<file path="src/rtl/mem_arb_pkg.sv">
// Shared definitions for the unified instruction/data memory port arbiter:
// FSM state encoding and default bus/counter widths.
package mem_arb_pkg;

    localparam int ARB_ADDR_W = 32;
    localparam int ARB_DATA_W = 32;
    localparam int ARB_CNT_W  = 16;

    typedef enum logic [1:0] {
        IDLE    = 2'd0,
        DM_BUSY = 2'd1,
        IF_BUSY = 2'd2
    } arb_state_t;

endpackage

</file>
<file path="src/rtl/arb_sat_counter.sv">
// Width-parameterised up-counter that sticks at all-ones, with count enable
// and synchronous clear (clear has priority).
module arb_sat_counter #(
    parameter int WIDTH = 16
) (
    input  logic             clk,
    input  logic             clr,
    input  logic             en,
    output logic [WIDTH-1:0] cnt
);

    localparam logic [WIDTH-1:0] ALL_ONES = {WIDTH{1'b1}};
    localparam logic [WIDTH-1:0] ONE      = {{(WIDTH-1){1'b0}}, 1'b1};

    logic [WIDTH-1:0] cnt_r;

    // Count register: clear, saturating increment, or hold.
    always_ff @(posedge clk) begin
        if (clr) begin
            cnt_r <= {WIDTH{1'b0}};
        end else if (en && (cnt_r != ALL_ONES)) begin
            cnt_r <= cnt_r + ONE;
        end else begin
            cnt_r <= cnt_r;
        end
    end

    assign cnt = cnt_r;

endmodule

</file>
<file path="src/rtl/mem_port_arbiter.sv">
// Fixed-priority (data over fetch) sequencer for a single shared memory port.
// Define MEM_ARB_STATS_EN to add saturating per-port stall-cycle counters.
module mem_port_arbiter
    import mem_arb_pkg::*;
#(
    parameter int ADDR_W = ARB_ADDR_W,
    parameter int DATA_W = ARB_DATA_W
`ifdef MEM_ARB_STATS_EN
    ,
    parameter int CNT_W  = ARB_CNT_W
`endif
) (
    input  logic              CLK_IN,
    input  logic              GLOBALRESET,
    input  logic              if_req_in,
    input  logic [ADDR_W-1:0] if_addr_in,
    output logic [DATA_W-1:0] if_rdata_out,
    output logic              if_ready_out,
    output logic              if_stall_out,
    input  logic              dm_read_in,
    input  logic              dm_write_in,
    input  logic [ADDR_W-1:0] dm_addr_in,
    input  logic [DATA_W-1:0] dm_wdata_in,
    output logic [DATA_W-1:0] dm_rdata_out,
    output logic              dm_ready_out,
    output logic              dm_stall_out,
    output logic              mem_en_out,
    output logic              mem_we_out,
    output logic [ADDR_W-1:0] mem_addr_out,
    output logic [DATA_W-1:0] mem_wdata_out,
    input  logic [DATA_W-1:0] mem_rdata_in,
    input  logic              mem_ack_in
`ifdef MEM_ARB_STATS_EN
    ,
    output logic [CNT_W-1:0]  if_stall_cnt_out,
    output logic [CNT_W-1:0]  dm_stall_cnt_out
`endif
);

    arb_state_t        state_r, state_s;
    logic              mem_en_r, mem_en_s;
    logic              mem_we_r, mem_we_s;
    logic [ADDR_W-1:0] mem_addr_r, mem_addr_s;
    logic [DATA_W-1:0] mem_wdata_r, mem_wdata_s;
    logic [DATA_W-1:0] if_rdata_r, if_rdata_s;
    logic [DATA_W-1:0] dm_rdata_r, dm_rdata_s;
    logic              if_ready_r, if_ready_s;
    logic              dm_ready_r, dm_ready_s;
    logic              if_stall_s, dm_stall_s;

    // A request whose ready pulse is showing is already served, so the stall
    // terms double as the grant candidates and block a duplicate re-issue.
    assign if_stall_s = if_req_in && !if_ready_r;
    assign dm_stall_s = (dm_read_in || dm_write_in) && !dm_ready_r;

    // Next-state and next registered-output logic.
    always_comb begin
        state_s     = state_r;
        mem_en_s    = mem_en_r;
        mem_we_s    = mem_we_r;
        mem_addr_s  = mem_addr_r;
        mem_wdata_s = mem_wdata_r;
        if_rdata_s  = if_rdata_r;
        dm_rdata_s  = dm_rdata_r;
        if_ready_s  = 1'b0;
        dm_ready_s  = 1'b0;
        case (state_r)
            IDLE: begin
                if (dm_stall_s) begin
                    state_s     = DM_BUSY;
                    mem_en_s    = 1'b1;
                    mem_we_s    = dm_write_in;
                    mem_addr_s  = dm_addr_in;
                    mem_wdata_s = dm_wdata_in;
                end else if (if_stall_s) begin
                    state_s    = IF_BUSY;
                    mem_en_s   = 1'b1;
                    mem_we_s   = 1'b0;
                    mem_addr_s = if_addr_in;
                end else begin
                    state_s = IDLE;
                end
            end
            DM_BUSY: begin
                if (mem_ack_in) begin
                    state_s    = IDLE;
                    mem_en_s   = 1'b0;
                    dm_ready_s = 1'b1;
                    if (!mem_we_r) begin
                        dm_rdata_s = mem_rdata_in;
                    end else begin
                        dm_rdata_s = dm_rdata_r;
                    end
                end else begin
                    state_s = DM_BUSY;
                end
            end
            IF_BUSY: begin
                if (mem_ack_in) begin
                    state_s    = IDLE;
                    mem_en_s   = 1'b0;
                    if_ready_s = 1'b1;
                    if_rdata_s = mem_rdata_in;
                end else begin
                    state_s = IF_BUSY;
                end
            end
            default: begin
                state_s  = IDLE;
                mem_en_s = 1'b0;
            end
        endcase
    end

    // State and output registers with synchronous active-low reset.
    always_ff @(posedge CLK_IN) begin
        if (!GLOBALRESET) begin
            state_r     <= IDLE;
            mem_en_r    <= 1'b0;
            mem_we_r    <= 1'b0;
            mem_addr_r  <= {ADDR_W{1'b0}};
            mem_wdata_r <= {DATA_W{1'b0}};
            if_rdata_r  <= {DATA_W{1'b0}};
            dm_rdata_r  <= {DATA_W{1'b0}};
            if_ready_r  <= 1'b0;
            dm_ready_r  <= 1'b0;
        end else begin
            state_r     <= state_s;
            mem_en_r    <= mem_en_s;
            mem_we_r    <= mem_we_s;
            mem_addr_r  <= mem_addr_s;
            mem_wdata_r <= mem_wdata_s;
            if_rdata_r  <= if_rdata_s;
            dm_rdata_r  <= dm_rdata_s;
            if_ready_r  <= if_ready_s;
            dm_ready_r  <= dm_ready_s;
        end
    end

    assign mem_en_out    = mem_en_r;
    assign mem_we_out    = mem_we_r;
    assign mem_addr_out  = mem_addr_r;
    assign mem_wdata_out = mem_wdata_r;
    assign if_rdata_out  = if_rdata_r;
    assign dm_rdata_out  = dm_rdata_r;
    assign if_ready_out  = if_ready_r;
    assign dm_ready_out  = dm_ready_r;
    assign if_stall_out  = if_stall_s;
    assign dm_stall_out  = dm_stall_s;

`ifdef MEM_ARB_STATS_EN
    arb_sat_counter #(.WIDTH(CNT_W)) u_if_stall_cnt (
        .clk (CLK_IN),
        .clr (!GLOBALRESET),
        .en  (if_stall_s),
        .cnt (if_stall_cnt_out)
    );

    arb_sat_counter #(.WIDTH(CNT_W)) u_dm_stall_cnt (
        .clk (CLK_IN),
        .clr (!GLOBALRESET),
        .en  (dm_stall_s),
        .cnt (dm_stall_cnt_out)
    );
`endif

endmodule

</file>
<file path="config.mk">
export PLATFORM = sky130hd
export DESIGN_NAME = mem_port_arbiter
export DESIGN_NICKNAME = d
export VERILOG_FILES = /design/src/rtl/mem_arb_pkg.sv /design/src/rtl/arb_sat_counter.sv /design/src/rtl/mem_port_arbiter.sv
export SDC_FILE = /design/constraint.sdc
export NUM_CORES = 1
export LEC_CHECK = 0
export ABC_AREA = 1
export ABC_CLOCK_PERIOD_IN_PS = 1710
export CAP_MARGIN = 15
export CELL_PAD_IN_SITES_DETAIL_PLACEMENT = 0
export CELL_PAD_IN_SITES_GLOBAL_PLACEMENT = 1
export CORE_ASPECT_RATIO = 0.7
export CORE_MARGIN = 2
export CORE_UTILIZATION = 27
export DETAILED_ROUTE_END_ITERATION = 8
export MAX_ROUTING_LAYER = met4
export PLACE_DENSITY = 0.84
export SYNTH_ARGS = -nofsm -noshare
export SYNTH_HDL_FRONTEND = slang
export SYNTH_SLANG_ARGS = --single-unit
</file>
<file path="constraint.sdc">
create_clock -name CLK_IN -period 1.71 [get_ports CLK_IN]
set_input_delay 0.2565 -clock CLK_IN [delete_from_list [all_inputs] [get_ports CLK_IN]]
set_output_delay 0.2565 -clock CLK_IN [all_outputs]
set_load 0.005 [all_outputs]
</file>
Word-level counts from Yosys, hierarchy flattened. Index checks and enable logic that the tools add are counted.

Flip-flop bits (word level): 134. Input bits: 134. Output and inout port bits: 134. Logic and storage cells: 43.

Equal/unequal tests: 4. Mux-type cells: 14. Bitwise logic cells: 1. Reductions and logical operators: 15.

Operator list (count): two-way mux 32 bit (2); AND reduction 2 bit (6); two-way mux 1 bit (7); two-way mux 2 bit (3); one-hot mux 2 bit (3 select lines) (1); != test 3 bit (second input constant) (1); AND reduction 3 bit (1); == test 2 x 1 -> 1 bit (second input constant) (1); == test 2 bit (second input constant) (1); logical AND 1 bit (2); zero test 1 bit (2); zero test 2 bit (1); != test 2 x 1 -> 1 bit (second input constant) (1); one-hot mux 1 bit (2 select lines) (1); nonzero test 2 bit (1); OR reduction 2 bit (1); logical OR 1 bit (1); inverter 1 bit (1).

Logic depth before layout (Yosys ltp). Gate-level depths: netlist of run 1.

Depth in word-level cells: 5. Gate-level depth with buffers: 9. Mapped depth without buffers: 7.

Least setup slack after synthesis of run 1. OpenSTA, ideal clock, no wires.

Kind: register to register. Start point: register state_r[1]. End point: register dm_rdata_r[10] (netlist: dm_rdata_out[10]). Setup time: 116 ps. Arrival time: 1242 ps. Required time: 1594 ps. Slack: 352 ps. Cell stages (with the launch flop): 9. Path buffers: 1. Clock period less this slack: 1358 ps. Cell sequence: dfxtp_1 > inv_1 > ha_1 > nand2_1 > nor2_1 > inv_1 > clkbuf_1 > nor2_1 > nor2_1.

Word-level cells in the longest chain between the ends: 2.

RTL lines: from (decl) (RTL line mem_port_arbiter.sv:40) `arb_state_t state_r, state_s;`; from (signal assigned) (RTL line mem_port_arbiter.sv:128) `state_r <= state_s;`; == test 2 x 1 -> 1 bit (RTL line mem_port_arbiter.sv:67) `case (state_r)`; AND reduction 3 bit (no source line); to (signal assigned) (RTL line mem_port_arbiter.sv:124) `dm_rdata_r <= {DATA_W{1'b0}};`; to (signal assigned) (RTL line mem_port_arbiter.sv:134) `dm_rdata_r <= dm_rdata_s;`; to (decl) (RTL line mem_port_arbiter.sv:46) `logic [DATA_W-1:0] dm_rdata_r, dm_rdata_s;`.

No other way between the ends. A chain may end at the register's enable or synchronous reset.

Worst setup path after layout of run 1.
Start point: register mem_en_r (netlist: mem_en_out). End point: output port mem_en_out.

RTL lines: from (decl) (RTL line mem_port_arbiter.sv:41) `logic mem_en_r, mem_en_s;`; from (signal assigned) (RTL line mem_port_arbiter.sv:129) `mem_en_r <= mem_en_s;`; to (decl) (RTL line mem_port_arbiter.sv:27) `output logic mem_en_out,`.

No word-level cell between the ends.

==> results of run 1 <==
[flip-flops by register name, summed over array words and instances (netlist names)]
register and cells:
dm_rdata_out 32, dm_ready_out 1, if_rdata_out 32, if_ready_out 1
mem_addr_out 32, mem_en_out 1, mem_wdata_out 32, mem_we_out 1
state_r 2
[power breakdown]
part	switching, uW	internal (uW)	leakage (uW)
clock network	1510	2270	0.000291
registers	142	3420	0.00110
logic	834	1080	0.00245
[layout by cell type, fill, tap and decap left out]
master	Yosys	final
sky130_fd_sc_hd__o21ai_4	1	1
sky130_fd_sc_hd__bufinv_16	0	2
sky130_fd_sc_hd__clkdlybuf4s50_1	0	264
sky130_fd_sc_hd__dfxtp_2	0	1
sky130_fd_sc_hd__dlygate4sd2_1	0	2
sky130_fd_sc_hd__clkinv_4	0	2
sky130_fd_sc_hd__o21ai_0	96	96
sky130_fd_sc_hd__inv_1	42	41
sky130_fd_sc_hd__ha_1	4	4
sky130_fd_sc_hd__clkbuf_16	0	17
sky130_fd_sc_hd__inv_2	1	2
sky130_fd_sc_hd__inv_6	0	4
sky130_fd_sc_hd__nand2_2	0	1
sky130_fd_sc_hd__buf_12	0	8
sky130_fd_sc_hd__buf_4	3	18
sky130_fd_sc_hd__clkbuf_8	0	2
sky130_fd_sc_hd__nand2_1	173	172
sky130_fd_sc_hd__nor2_1	261	259
sky130_fd_sc_hd__dfxtp_1	134	133
sky130_fd_sc_hd__or2_2	1	1
sky130_fd_sc_hd__a21oi_1	4	4
sky130_fd_sc_hd__inv_8	0	2
sky130_fd_sc_hd__nor2_2	0	2
sky130_fd_sc_hd__nand3_1	1	1
sky130_fd_sc_hd__clkinvlp_4	0	3
[path summary, 6_finish.rpt]
kind	startpoint	to	slack [ps]	cells after the start
worst max-delay path	mem_en_out	mem_en_out	130	1
worst min-delay path	GLOBALRESET	mem_addr_out[12]	240	3
worst max register to register	state_r[1]	dm_rdata_out[10]	200	8
worst min register to register	mem_en_out	mem_en_out	480	2
[cells by family (layout without fill, tap and decap cells)]
kind of cell             count (synthesis)  after routing
AO/OA/AOI/OAI                          101            101
flip-flops                             134            134
AND/OR/NAND/NOR                        436            436
buffers and inverters                   88            367
adder cells (fa/ha/maj)                  4              4
[metal layers]
metal | vias to the layer above | global-route usage (%) | part of all wire [%]
li1 | 2862 | - | -
met1 | 2407 | 20.2 | 46
met2 | 181 | 26.7 | 44
met3 | 13 | 6.72 | 9.3
met4 | 0 | 3.81 | 0.71
met5 | - | - | 0
[per-stage QoR]
step | total power, uW | utilization (%)
2_1_floorplan | 4380 | -
3_3_place_gp | 5540 | 43.8
3_5_place_dp | 5560 | 43.8
4_1_cts | 9420 | 47.1
5_1_grt | 9760 | 47.1
6_report | 9250 | 47.1
[final cells by class]
cell class / count / area (um2)
well taps: 264 / 330
multi-input cells: 541 / 2210
clock inverters: 13 / 158
fillers: 1923 / 10100
flip-flops and latches: 134 / 2680
repair buffers: 292 / 2960
inverters: 43 / 161
clock buffers: 19 / 453
[what timing repair did]
action / CTS / global route
setup endpoints to repair: 2 / 0
hold endpoints to repair: 0 / 0
resized for setup: 4 / 0
setup buffers: 1 / 0
==> flow_results.xml, run 1 <==
<?xml version="1.0" encoding="UTF-8"?>
<metrics>
  <group name="placed_design">
    <metric name="gp_routability_congestion" unit="">0.777</metric>
    <metric name="pre_cts_slack" unit="ps">-45.5</metric>
    <metric name="dp.final_hpwl" unit="um">12300</metric>
    <metric name="place_area" unit="um2">8340</metric>
    <metric name="io_buffers" unit="">267</metric>
    <metric name="post-place-cells" unit="">1273</metric>
  </group>
  <group name="floorplan">
    <metric name="die_width" unit="um">171</metric>
    <metric name="die_area" unit="um2">20700</metric>
    <metric name="placement_rows" unit="">42</metric>
    <metric name="floorplan.die.height" unit="um">121</metric>
    <metric name="floorplan.initialDensity" unit="%">27.7</metric>
    <metric name="core_region_area" unit="um2">19000</metric>
    <metric name="top_ports" unit="">268</metric>
  </group>
  <group name="layout">
    <metric name="insertedDiodeCount" unit="">0</metric>
    <metric name="fin_area" unit="um2">8960</metric>
    <metric name="area.growth.synth_to_final" unit="%">70.0</metric>
    <metric name="nNetsFinal" unit="">1167</metric>
    <metric name="layout_cells_sized_above_1" unit="%">6.33</metric>
    <metric name="stdcell_count" unit="">1306</metric>
  </group>
  <group name="worst_setup_path">
    <metric name="timing.critical_path.to_type" unit="">output port</metric>
    <metric name="maximum_net_fanout_on_the_critical_path" unit="">2</metric>
    <metric name="critPathRequiredTime" unit="ps">1450</metric>
    <metric name="path_cells" unit="">clkdlybuf4s50_1</metric>
    <metric name="cp_slowest_stage_delay" unit="ps">580</metric>
    <metric name="combined_buffer_and_inverter_count_along_the_critical_path" unit="">1</metric>
    <metric name="timing_worst_setup_path_type" unit="">register to output port</metric>
    <metric name="worst_path_dominant_cell_family" unit="">buffers and inverters</metric>
    <metric name="crit_path_top_delay_cell" unit="">sky130_fd_sc_hd__clkdlybuf4s50_1</metric>
    <metric name="critPathLaunchType" unit="">register</metric>
    <metric name="data_arrival_time_at_the_worst_slack_endpoint" unit="ps">1320</metric>
  </group>
  <group name="synthesis">
    <metric name="synth_area_leader_cell" unit="">sky130_fd_sc_hd__dfxtp_1</metric>
    <metric name="yosysMostFrequentCell" unit="">sky130_fd_sc_hd__nor2_1</metric>
    <metric name="synth_top_flop_cell" unit="">sky130_fd_sc_hd__dfxtp_1</metric>
    <metric name="dominant_combinational_cell_family_by_area_after_synthesis" unit="">simple AND/OR/NAND/NOR gates</metric>
    <metric name="muxShareOfSynthArea" unit="%">0</metric>
    <metric name="post_synthesis_simple_gate_area_fraction" unit="%">31.1</metric>
    <metric name="synth_edf_count" unit="">0</metric>
    <metric name="synth_top_cells_by_count" unit="">sky130_fd_sc_hd__nor2_1 (261), sky130_fd_sc_hd__nand2_1 (173), sky130_fd_sc_hd__dfxtp_1 (134)</metric>
    <metric name="synthesized_area_fraction_occupied_by_ao_oa_aoi_and_oai_cells" unit="%">9.81</metric>
    <metric name="yosysTopAreaCellShare" unit="%">50.9</metric>
    <metric name="synth-async-reset-ratio" unit="%">0</metric>
    <metric name="yosys.area_share.xor_xnor" unit="%">0</metric>
    <metric name="syn_nets" unit="">901</metric>
    <metric name="synth_fa_ha_area_share" unit="%">0.950</metric>
    <metric name="synthDistinctLibCells" unit="">17</metric>
    <metric name="proportion_of_synthesized_chip_area_in_sequential_cells" unit="%">50.9</metric>
    <metric name="synth_area_per_cell" unit="um2">6.91</metric>
    <metric name="synth-seq-cells" unit="">134</metric>
    <metric name="synth_area_leaders" unit="">sky130_fd_sc_hd__dfxtp_1 (51%), sky130_fd_sc_hd__nor2_1 (19%), sky130_fd_sc_hd__nand2_1 (12%), sky130_fd_sc_hd__o21ai_0 (9.1%), sky130_fd_sc_hd__inv_1 (3.0%)</metric>
    <metric name="netlist_area" unit="um2">5270</metric>
    <metric name="synth-warning-count" unit="">0</metric>
    <metric name="postSynthCellCount" unit="">763</metric>
  </group>
  <group name="sta">
    <metric name="rsz0062_at_grt" unit="">false</metric>
    <metric name="timing_max_transition_violations_final" unit="">0</metric>
    <metric name="hold_viol_final" unit="">0</metric>
    <metric name="worst_slack" unit="ps">133</metric>
    <metric name="max-slew-margin-rel" unit="%">74.5</metric>
    <metric name="worst_pin_slew" unit="ps">381</metric>
    <metric name="fin_setup_tns" unit="ps">0</metric>
    <metric name="finalSetupViolCount" unit="">0</metric>
    <metric name="final.setup_skew" unit="ps">12.5</metric>
    <metric name="final_period_minus_worst_setup_slack" unit="ps">1580</metric>
    <metric name="fin_hold_ws" unit="ps">244</metric>
    <metric name="layout_worst_path_cycle_share" unit="%">92.2</metric>
    <metric name="timing.fmax" unit="MHz">634</metric>
  </group>
  <group name="route">
    <metric name="wirelength" unit="um">17200</metric>
    <metric name="detail_route.iter0.violations" unit="">304</metric>
    <metric name="vias" unit="">5463</metric>
    <metric name="route.detailed.wl_per_inst" unit="um">13.2</metric>
    <metric name="drt-vias-per-instance" unit="">4.18</metric>
    <metric name="antenna_left" unit="">0</metric>
    <metric name="drc" unit="">0</metric>
    <metric name="detailed_router_iteration_count_before_antenna_repair" unit="">5</metric>
  </group>
  <group name="clock_tree">
    <metric name="cts-htree-levels" unit="">4</metric>
    <metric name="cts_tree" unit="">yes</metric>
    <metric name="tritoncts.num_buffers" unit="">17</metric>
    <metric name="cts-root-to-sink-buffers" unit="">2</metric>
    <metric name="clock-root-buffer" unit="">sky130_fd_sc_hd__clkbuf_16</metric>
    <metric name="clkSlewWorstSetupHoldPaths" unit="ps">60</metric>
    <metric name="cts.sinks" unit="">134</metric>
    <metric name="cts.hold.buffers_added" unit="">0</metric>
    <metric name="clock_latency_on_the_worst_skew_pair" unit="ps">420</metric>
  </group>
  <group name="global_routing">
    <metric name="grt-ovfl-total" unit="">0</metric>
    <metric name="grt_max_degree" unit="">47</metric>
    <metric name="first_global_vias" unit="">5238</metric>
    <metric name="grt_antenna_before_repair" unit="">0</metric>
    <metric name="grt_pass1_wl" unit="um">26500</metric>
    <metric name="globalRouteTotalUtil" unit="%">16.9</metric>
  </group>
  <group name="run">
    <metric name="max_cap_violations" unit="">0</metric>
  </group>
  <group name="pwr">
    <metric name="max-vdd-ir-drop" unit="V">0.000483</metric>
    <metric name="power.static_leakage" unit="uW">0.00384</metric>
    <metric name="power_density" unit="nW/um2">1030</metric>
  </group>
  <group name="min_path">
    <metric name="hp-class" unit="">input port to register</metric>
  </group>
  <group name="outcome">
    <metric name="outcome" unit="">complete, no violations</metric>
  </group>
</metrics>
No activity file was read; power rests on OpenSTA's default activity.
==> run 2: changes to the inputs <==
Settings changed: SYNTH_HIERARCHICAL from default to 1.
==> results of run 2 <==
The final DEF is identical to that of run 1; final timing and power are the same.
Main changes from that run: Yosys warning count 0 -> 6
